### src/rtl/libhdl_sync_count_pkg.sv
// rtl/libhdl_sync_count_pkg.sv - Gray/binary helpers and shared constants for the count synchroniser
package libhdl_sync_count_pkg;

   // Helpers work on zero-extended values, so any width up to MAXW is handled by casting.
   localparam int MAXW  = 64;
   localparam int ARM_W = 8;

   function automatic logic [MAXW-1:0] bin2gray(input logic [MAXW-1:0] b);
      return b ^ (b >> 1);
   endfunction

   function automatic logic [MAXW-1:0] gray2bin(input logic [MAXW-1:0] g);
      logic [MAXW-1:0] b;
      b[MAXW-1] = g[MAXW-1];
      for (int i = MAXW - 2; i >= 0; i--) begin
         b[i] = b[i+1] ^ g[i];
      end
      return b;
   endfunction

   function automatic int popcount(input logic [MAXW-1:0] x);
      int n;
      n = 0;
      for (int i = 0; i < MAXW; i++) begin
         n = n + int'(x[i]);
      end
      return n;
   endfunction

endpackage

### src/rtl/libhdl_sync_count_ch.sv
// rtl/libhdl_sync_count_ch.sv - one channel: sync chain, Gray decode, delta and sticky overrun flag
module libhdl_sync_count_ch
   import libhdl_sync_count_pkg::*;
#(
   parameter int            W        = 8,
   parameter int            NFF      = 2,
   parameter logic [W-1:0]  INIT_VAL = '0
) (
   input  logic          i_clk,
   input  logic          i_rst,
   input  logic          i_arm,
   input  logic [W-1:0]  i_gray,
   input  logic          i_err_clr,
   output logic [W-1:0]  o_count,
   output logic [W-1:0]  o_delta,
   output logic          o_upd,
   output logic          o_err
);

   localparam logic [W-1:0] INIT_G = W'(bin2gray(MAXW'(INIT_VAL)));

   (* ASYNC_REG = "TRUE" *) logic [W-1:0] sync_q [NFF];

   logic [W-1:0] gq_q;
   logic [W-1:0] count_q;
   logic [W-1:0] delta_q;
   logic         upd_q;
   logic         err_q;
   logic         err_d;
   logic [W-1:0] g;
   logic [W-1:0] bin_g;
   logic [W-1:0] bin_gq;
   logic         jump;

   always_comb begin
      g      = sync_q[NFF-1];
      bin_g  = W'(gray2bin(MAXW'(g)));
      bin_gq = W'(gray2bin(MAXW'(gq_q)));
      jump   = popcount(MAXW'(g ^ gq_q)) > 1;
      // A fresh overrun outranks a clear arriving on the same edge.
      err_d  = err_q;
      if (i_err_clr) err_d = 1'b0;
      if (i_arm && jump) err_d = 1'b1;
   end

   always_ff @(posedge i_clk) begin
      if (i_rst) begin
         for (int i = 0; i < NFF; i++) sync_q[i] <= INIT_G;
         gq_q    <= INIT_G;
         count_q <= INIT_VAL;
         delta_q <= '0;
         upd_q   <= 1'b0;
         err_q   <= 1'b0;
      end else begin
         sync_q[0] <= i_gray;
         for (int i = 1; i < NFF; i++) sync_q[i] <= sync_q[i-1];
         gq_q    <= g;
         count_q <= bin_g;
         delta_q <= bin_g - bin_gq;
         upd_q   <= (g != gq_q);
         err_q   <= err_d;
      end
   end

   assign o_count = count_q;
   assign o_delta = delta_q;
   assign o_upd   = upd_q;
   assign o_err   = err_q;

endmodule

### src/rtl/libhdl_sync_count_mc.sv
// rtl/libhdl_sync_count_mc.sv - multi-channel Gray counter synchroniser with shared arming counter
module libhdl_sync_count_mc
   import libhdl_sync_count_pkg::*;
#(
   parameter int            W        = 8,
   parameter int            NCH      = 1,
   parameter int            NFF      = 2,
   parameter logic [W-1:0]  INIT_VAL = {W{1'b0}}
) (
   input  logic              i_clk,
   input  logic              i_rst,
   input  logic [NCH*W-1:0]  i_gray,
   input  logic [NCH-1:0]    i_err_clr,
   output logic [NCH*W-1:0]  o_count,
   output logic [NCH*W-1:0]  o_delta,
   output logic [NCH-1:0]    o_upd,
   output logic [NCH-1:0]    o_err
);

   // The first compare after release sees INIT_VAL against the live input; keep it disarmed.
   localparam logic [ARM_W-1:0] ARM_DONE = ARM_W'(NFF + 1);

   logic [ARM_W-1:0] arm_cnt_q;
   logic [ARM_W-1:0] arm_cnt_d;
   logic             armed;

   always_comb begin
      armed     = (arm_cnt_q == ARM_DONE);
      arm_cnt_d = armed ? arm_cnt_q : arm_cnt_q + 1'b1;
   end

   always_ff @(posedge i_clk) begin
      if (i_rst) arm_cnt_q <= '0;
      else       arm_cnt_q <= arm_cnt_d;
   end

   for (genvar c = 0; c < NCH; c++) begin : g_ch
      libhdl_sync_count_ch #(
         .W        (W),
         .NFF      (NFF),
         .INIT_VAL (INIT_VAL)
      ) u_ch (
         .i_clk     (i_clk),
         .i_rst     (i_rst),
         .i_arm     (armed),
         .i_gray    (i_gray[c*W +: W]),
         .i_err_clr (i_err_clr[c]),
         .o_count   (o_count[c*W +: W]),
         .o_delta   (o_delta[c*W +: W]),
         .o_upd     (o_upd[c]),
         .o_err     (o_err[c])
      );
   end

endmodule

### config.mk
export PLATFORM = sky130hd
export DESIGN_NAME = libhdl_sync_count_mc
export DESIGN_NICKNAME = d
export VERILOG_FILES = /design/src/rtl/libhdl_sync_count_pkg.sv /design/src/rtl/libhdl_sync_count_ch.sv /design/src/rtl/libhdl_sync_count_mc.sv
export SDC_FILE = /design/constraint.sdc
export NUM_CORES = 1
export LEC_CHECK = 0
export ABC_AREA = 1
export ABC_CLOCK_PERIOD_IN_PS = 6100
export BUFFER_PORTS_ARGS = -buffer_cell sky130_fd_sc_hd__clkbuf_2
export CORE_MARGIN = 4
export CORE_UTILIZATION = 45
export CTS_BUF_LIST = sky130_fd_sc_hd__clkbuf_8
export DETAILED_ROUTE_END_ITERATION = 8
export GPL_ROUTABILITY_DRIVEN = 0
export HOLD_SLACK_MARGIN = 0.15
export PLACE_DENSITY = 0.65
export SLEW_MARGIN = 20
export SYNTH_ARGS = -nofsm -noshare
export SYNTH_HDL_FRONTEND = slang
export SYNTH_SLANG_ARGS = --single-unit
### constraint.sdc
create_clock -name i_clk -period 6.1 [get_ports i_clk]
set_clock_uncertainty 0.1 [all_clocks]
set_input_delay 0.61 -clock i_clk [delete_from_list [all_inputs] [get_ports i_clk]]
set_output_delay 0.61 -clock i_clk [all_outputs]
set_load 0.05 [all_outputs]
# ---- Yosys cells after proc, flatten, opt, wreduce, memory -nomap -nowiden
# Memories as Yosys holds them, arrays and structs flattened.
# Index checks and enable logic that the tools add are counted.
dict set report op_classes {
  muxes 7
  order_cmp 1
  bitwise 17
  n_reduce_logical 2
  addsub 65
  n_eq_ne 2
}
# op n
set op_table {}
lappend op_table {{$add A32 B2 Y32 const B} 56}
lappend op_table {{$add A32 B2 Y32} 6}
lappend op_table {{$gt A32 B2 Y1 const B} 1}
lappend op_table {{$mux W8} 2}
lappend op_table {{$xor A1 B1 Y1} 14}
lappend op_table {{$add A8 B1 Y8 const B} 1}
lappend op_table {{$eq A8 B2 Y1 const B} 1}
lappend op_table {{$ne A8 B8 Y1} 1}
lappend op_table {{$sub A8 B8 Y8} 1}
lappend op_table {{$xor A8 B8 Y8} 1}
lappend op_table {{$mux W1} 5}
lappend op_table {{$add A1 B1 Y2} 1}
lappend op_table {{$or A1 B1 Y1} 2}
lappend op_table {{$reduce_bool A2 Y1} 1}
lappend op_table {{$logic_and A1 B1 Y1} 1}
dict set report totals {
  input_bits 11
  output_inout_bits 18
  n_memories 1
  register_bits 34
  ramBits 16
}
# name depth width rd rd_ports_with_merged_regs write_ports line
set mem_list {}
lappend mem_list {{g_ch[0].u_ch.sync_q} 2 8 2 0 2 libhdl_sync_count_ch.sv:22} ;# (* ASYNC_REG = "TRUE" *) logic [W-1:0] sync_q [NFF];

# ---- Logic depth before layout (Yosys ltp)
# An unclocked memory read counts as a cell.
dict set report depth {
  depth_word 68
  ltp_mapped 21
  ltp_nobuf 21
}

# ---- By module
# A second synthesis with hierarchy kept.
dict set report hier_totals {
  hier_cells 313
  hier_area_um2 2418.6
}
# module area_per_inst_um2 cells_per_inst seq_area_each_um2 instances
set modules_own_cells {}
lappend modules_own_cells {libhdl_sync_count_ch 1983.2 248 820.8 1}
lappend modules_own_cells {libhdl_sync_count_mc 435.4 65 160.2 1}

# ---- Worst setup path after synthesis
# Ideal clock, no wire load.
dict set report synth_path {
  path_type {reg-to-reg}
  from {reg g_ch[0].u_ch.gq_q[0]}
  to {reg g_ch[0].u_ch.err_q}
  path_stages_with_launch 14
  period_less_slack_ns 3.238
  arrival_time_ns 3.006
  slack_ns 2.862
  required_ns 5.868
  setup_time_ns 0.132
  path_cell_list {dfxtp_1 > xor2_1 > inv_1 > ha_1 > fa_1 > inv_1 > fa_1 > inv_1 > fa_1 > fa_1 > a21oi_1 > nand2_1 > nand2_1 > a21oi_1}
}
dict set report synth_via {
  elab_chain_len 67
  word_cells_on_any_way 68
  cone_classes {add/sub (63); order compare (1); mux (1); bitwise (1); reduce/logical (2)}
}
# element line
set synth_rtl {}
lappend synth_rtl {{start: declaration} libhdl_sync_count_ch.sv:24} ;# logic [W-1:0] gq_q;
lappend synth_rtl {{start signal: assignment} libhdl_sync_count_ch.sv:57} ;# gq_q <= g;
lappend synth_rtl {{$xor A8 B8 Y8 (*)} libhdl_sync_count_ch.sv:39} ;# jump = popcount(MAXW'(g ^ gq_q)) > 1;
lappend synth_rtl {{$add A1 B1 Y2 (*)} libhdl_sync_count_pkg.sv:25} ;# n = n + int'(x[i]);
lappend synth_rtl {{$add A32 B2 Y32 (*) (62 in a row)} libhdl_sync_count_pkg.sv:25}
lappend synth_rtl {{$gt A32 B2 Y1 (*)} libhdl_sync_count_ch.sv:39}
lappend synth_rtl {{$logic_and A1 B1 Y1 (*)} libhdl_sync_count_ch.sv:43} ;# if (i_arm && jump) err_d = 1'b1;
lappend synth_rtl {{$mux W1 or $reduce_bool A2 Y1 (tied branches)} n/a}
lappend synth_rtl {{end signal: assignment} libhdl_sync_count_ch.sv:61} ;# err_q <= err_d;
lappend synth_rtl {{end: declaration} libhdl_sync_count_ch.sv:28} ;# logic err_q;
# Mark *: on every way between the ends. The rest lies on a longest branch, timed or not.
# A chain may end at the register's enable or synchronous reset.

# ---- Final worst setup path
# Same ends and word-level chain as after synthesis.

==> reports/summary.txt <==
Placement Setup Slack - 2.669 ns
crit-path cells - xor2_1 -> inv_1 -> ha_1 -> fa_1 -> inv_1 -> fa_1 -> inv_1 -> fa_1 -> fa_1 -> a21oi_1 -> nand2_1 -> nand2_1 -> a21oi_1
CP startpoint - g_ch[0].u_ch.gq_q[0]
dpl hpwl - 2.832 mm
WL final - 3.740 mm
clk sinks - 49
initial drt markers - 78
CTS tree - done
post-CTS setup buffer count - 0
CTS max path bufs - 2
Netlist cell types - 25
hold path start - g_ch[0].u_ch.sync_q[0][3]
crit path capture type - register
Int Pwr - 526.5 uW
Die Area - 6455 um2
HP Class - reg2reg
setup slack, reg-to-reg - 2.65 ns
DP Area - 2539 um2
via count - 1742
Die Y - 80.34 um
maxcap violations - 0
status - complete, no violations
Synth area leader - dfxtp_1
Ports - 29
Final period util - 0.5650
Worst Reg-to-Reg Cells - 13
H-Tree Depth - 2
Net Switching - 255.8 uW
Period minus WS final - 3.446 ns
Seq cells post-synth - 49
Required @ worst endpoint - 6.15 ns
Min-Delay Endpoint - g_ch[0].u_ch.sync_q[0][11]
slowest library cell on the worst path - fa_1
core area - 5075 um2
Syn Area/Cell - 7.982 um2
Syn Std Cell Area - 2355 um2
CTS buffer count - 5
fin. max-slew vios - 0
initial core utilization - 0.4640
EDFF count, synth - 0
Slew @ Worst Pin - 0.8277 ns
clock network fraction of total power - 0.283
Combinational Power Share - 0.261
via density per instance - 4.421
Max VDD drop - 0.0001144 V
most common cell in the netlist - inv_1
DRC - 0
worst flop-to-flop path endpoint - g_ch[0].u_ch.o_err
pwr dens - 296.0 nW/um2
reg-to-reg startpoint - g_ch[0].u_ch.gq_q[0]
Final Hold Fails - 0
Clock Root Buffer - clkbuf_8
first-pass GRT wire length - 6.630 mm
sequential area share after synthesis - 0.4166
DR WL/cell - 9.492 um
row count - 26
kind of critical path - reg2reg
crit path launch type - register
Die X - 80.34 um
post-synth top area share - 0.4166
n_diodes - 0
RSZ-0062 raised after global routing - no
commonest cells in the netlist - inv_1, dfxtp_1, nor2_1
biggest fanout along the worst timing path - 3
CP peak stage delay - 0.49 ns
Post-CTS Resized - 0
WP buf/inv - 3
f_max - 290.2 MHz
YS warnings - 0
design area - 2643 um2
nets@finish - 352
Fin Hold WS - 0.3044 ns
# port buffers - 28
Rel. slew slack - 0.4482
Clk pin slew, worst setup/hold paths - 0.08 ns
layout cells sized above 1 - 0.1821
pin count of the biggest net entering global routing - 43
sequential share of power - 0.456
Congestion Overflow GR - 0
CP delay by family, top - adder cells
area growth from synthesis to layout - 12.22%
async set or reset register ratio after synthesis - 0
most used cell, CP - fa_1
synth top area cells - dfxtp_1, inv_1, nor2_1, ha_1, nand2_1
Skew-Pair Late Insertion Delay - 0.29 ns
final setup violation count - 0
WP data arrival - 3.49 ns
remaining antenna violation count - 0
Net Sw Frac - 0.3270
Hold Path Depth - 2
Top FF cell, synth - dfxtp_1
post-synth net total - 323
vias in the first global route - 1564
initial antenna violation count - 0
DRT Pass-1 Iters - 4
cts-stage hold buffer count - 0
Setup WS post-layout - 2.654 ns
Lkg Pwr - 1.322 nW
Setup TNS - 0 ns
Synth Instances - 295
GRT Overall Usage - 0.1312
[how the worst max path moves through the flow]
stage / endpoint / cells past startpoint
after floorplan: g_ch[0].u_ch.o_err / 13
after global placement: g_ch[0].u_ch.o_err / 13
after detailed placement: g_ch[0].u_ch.o_err / 13
after CTS: g_ch[0].u_ch.o_err / 13
after global routing: g_ch[0].u_ch.o_err / 14
final: g_ch[0].u_ch.o_err / 13
[cell families (layout without fill, tap and decap cells)]
kind of cell | after synthesis | in the layout | share of synthesized area
AOI/OAI and AO/OA | 29 | 29 | 0.06376
DFF | 49 | 49 | 0.4166
and+or+nand+nor | 119 | 119 | 0.2455
adders and majority gates | 17 | 17 | 0.1063
buffers and inverters | 67 | 96 | 0.1158
xor gates and xnor gates | 14 | 14 | 0.05207
[placed cells by master (no fill, tap or decap), drive strengths merged, types with 2 or more instances in the layout]
cell and count:
nand3 25, clkbuf 33, nor4 2, ha 12
fa 5, xor2 10, xnor2 4, dfxtp 49
nand2 45, nand4 2, nor3 3, a21oi 16
inv 61, nor2 41, o21ai 11
[worst reg2reg max path: stages, from the launching register on]
cell and delay [ns]:
dfxtp_1 0.38, xor2_1 0.21, inv_1 0.07, ha_1 0.31
fa_1 0.49, inv_1 0.05, fa_1 0.47, inv_1 0.05
fa_1 0.42, fa_1 0.45, a21oi_1 0.12, nand2_1 0.06
nand2_1 0.06, a21oi_1 0.05
[metal layers]
| layer | global-route usage | vias up | routed length (um) |
|---|---|---|---|
| met4 | 0.04561 | 0 | 51 |
| met5 | 0 | - | 0 |
| met1 | 0.1655 | 757 | 1804 |
| met2 | 0.2136 | 22 | 1729 |
| met3 | 0.03700 | 5 | 154 |
| li1 | - | 958 | - |
[layout make-up]
class | instances | area (um2)
repair buffers | 28 | 140.1
clock inverters | 2 | 35.03
flip-flops and latches | 49 | 980.9
clock buffers | 5 | 68.82
well taps | 70 | 87.58
fillers | 513 | 2432
inverters | 61 | 229.0
multi-input cells | 179 | 1101
[power groups by stage]
stage / Clock, mW / Sequential [mW] / Combinational, mW
floorplan: 0 / 0.422 / 0.109
global placement: 0 / 0.364 / 0.203
detailed placement: 0 / 0.365 / 0.205
CTS: 0.227 / 0.357 / 0.206
global route: 0.241 / 0.360 / 0.231
finish: 0.221 / 0.357 / 0.204
[state kept, by name, summed over array words and instances (netlist names)]
signal,flops
g_ch.u_ch.sync_q,16
arm_cnt_q,8
g_ch.u_ch.o_count,8
g_ch.u_ch.o_delta,8
g_ch.u_ch.gq_q,7
g_ch.u_ch.o_err,1
g_ch.u_ch.o_upd,1
[per-stage QoR]
stage          utilization  total power [mW]  instances
6_report            0.5207            0.7823        394
5_1_grt             0.5207            0.8324        394
4_1_cts             0.5207            0.7909        394
3_5_place_dp        0.5002            0.5699        387
3_3_place_gp        0.5002            0.5668        387
2_1_floorplan            -            0.5302        295
(Power assumes the default switching activity.)
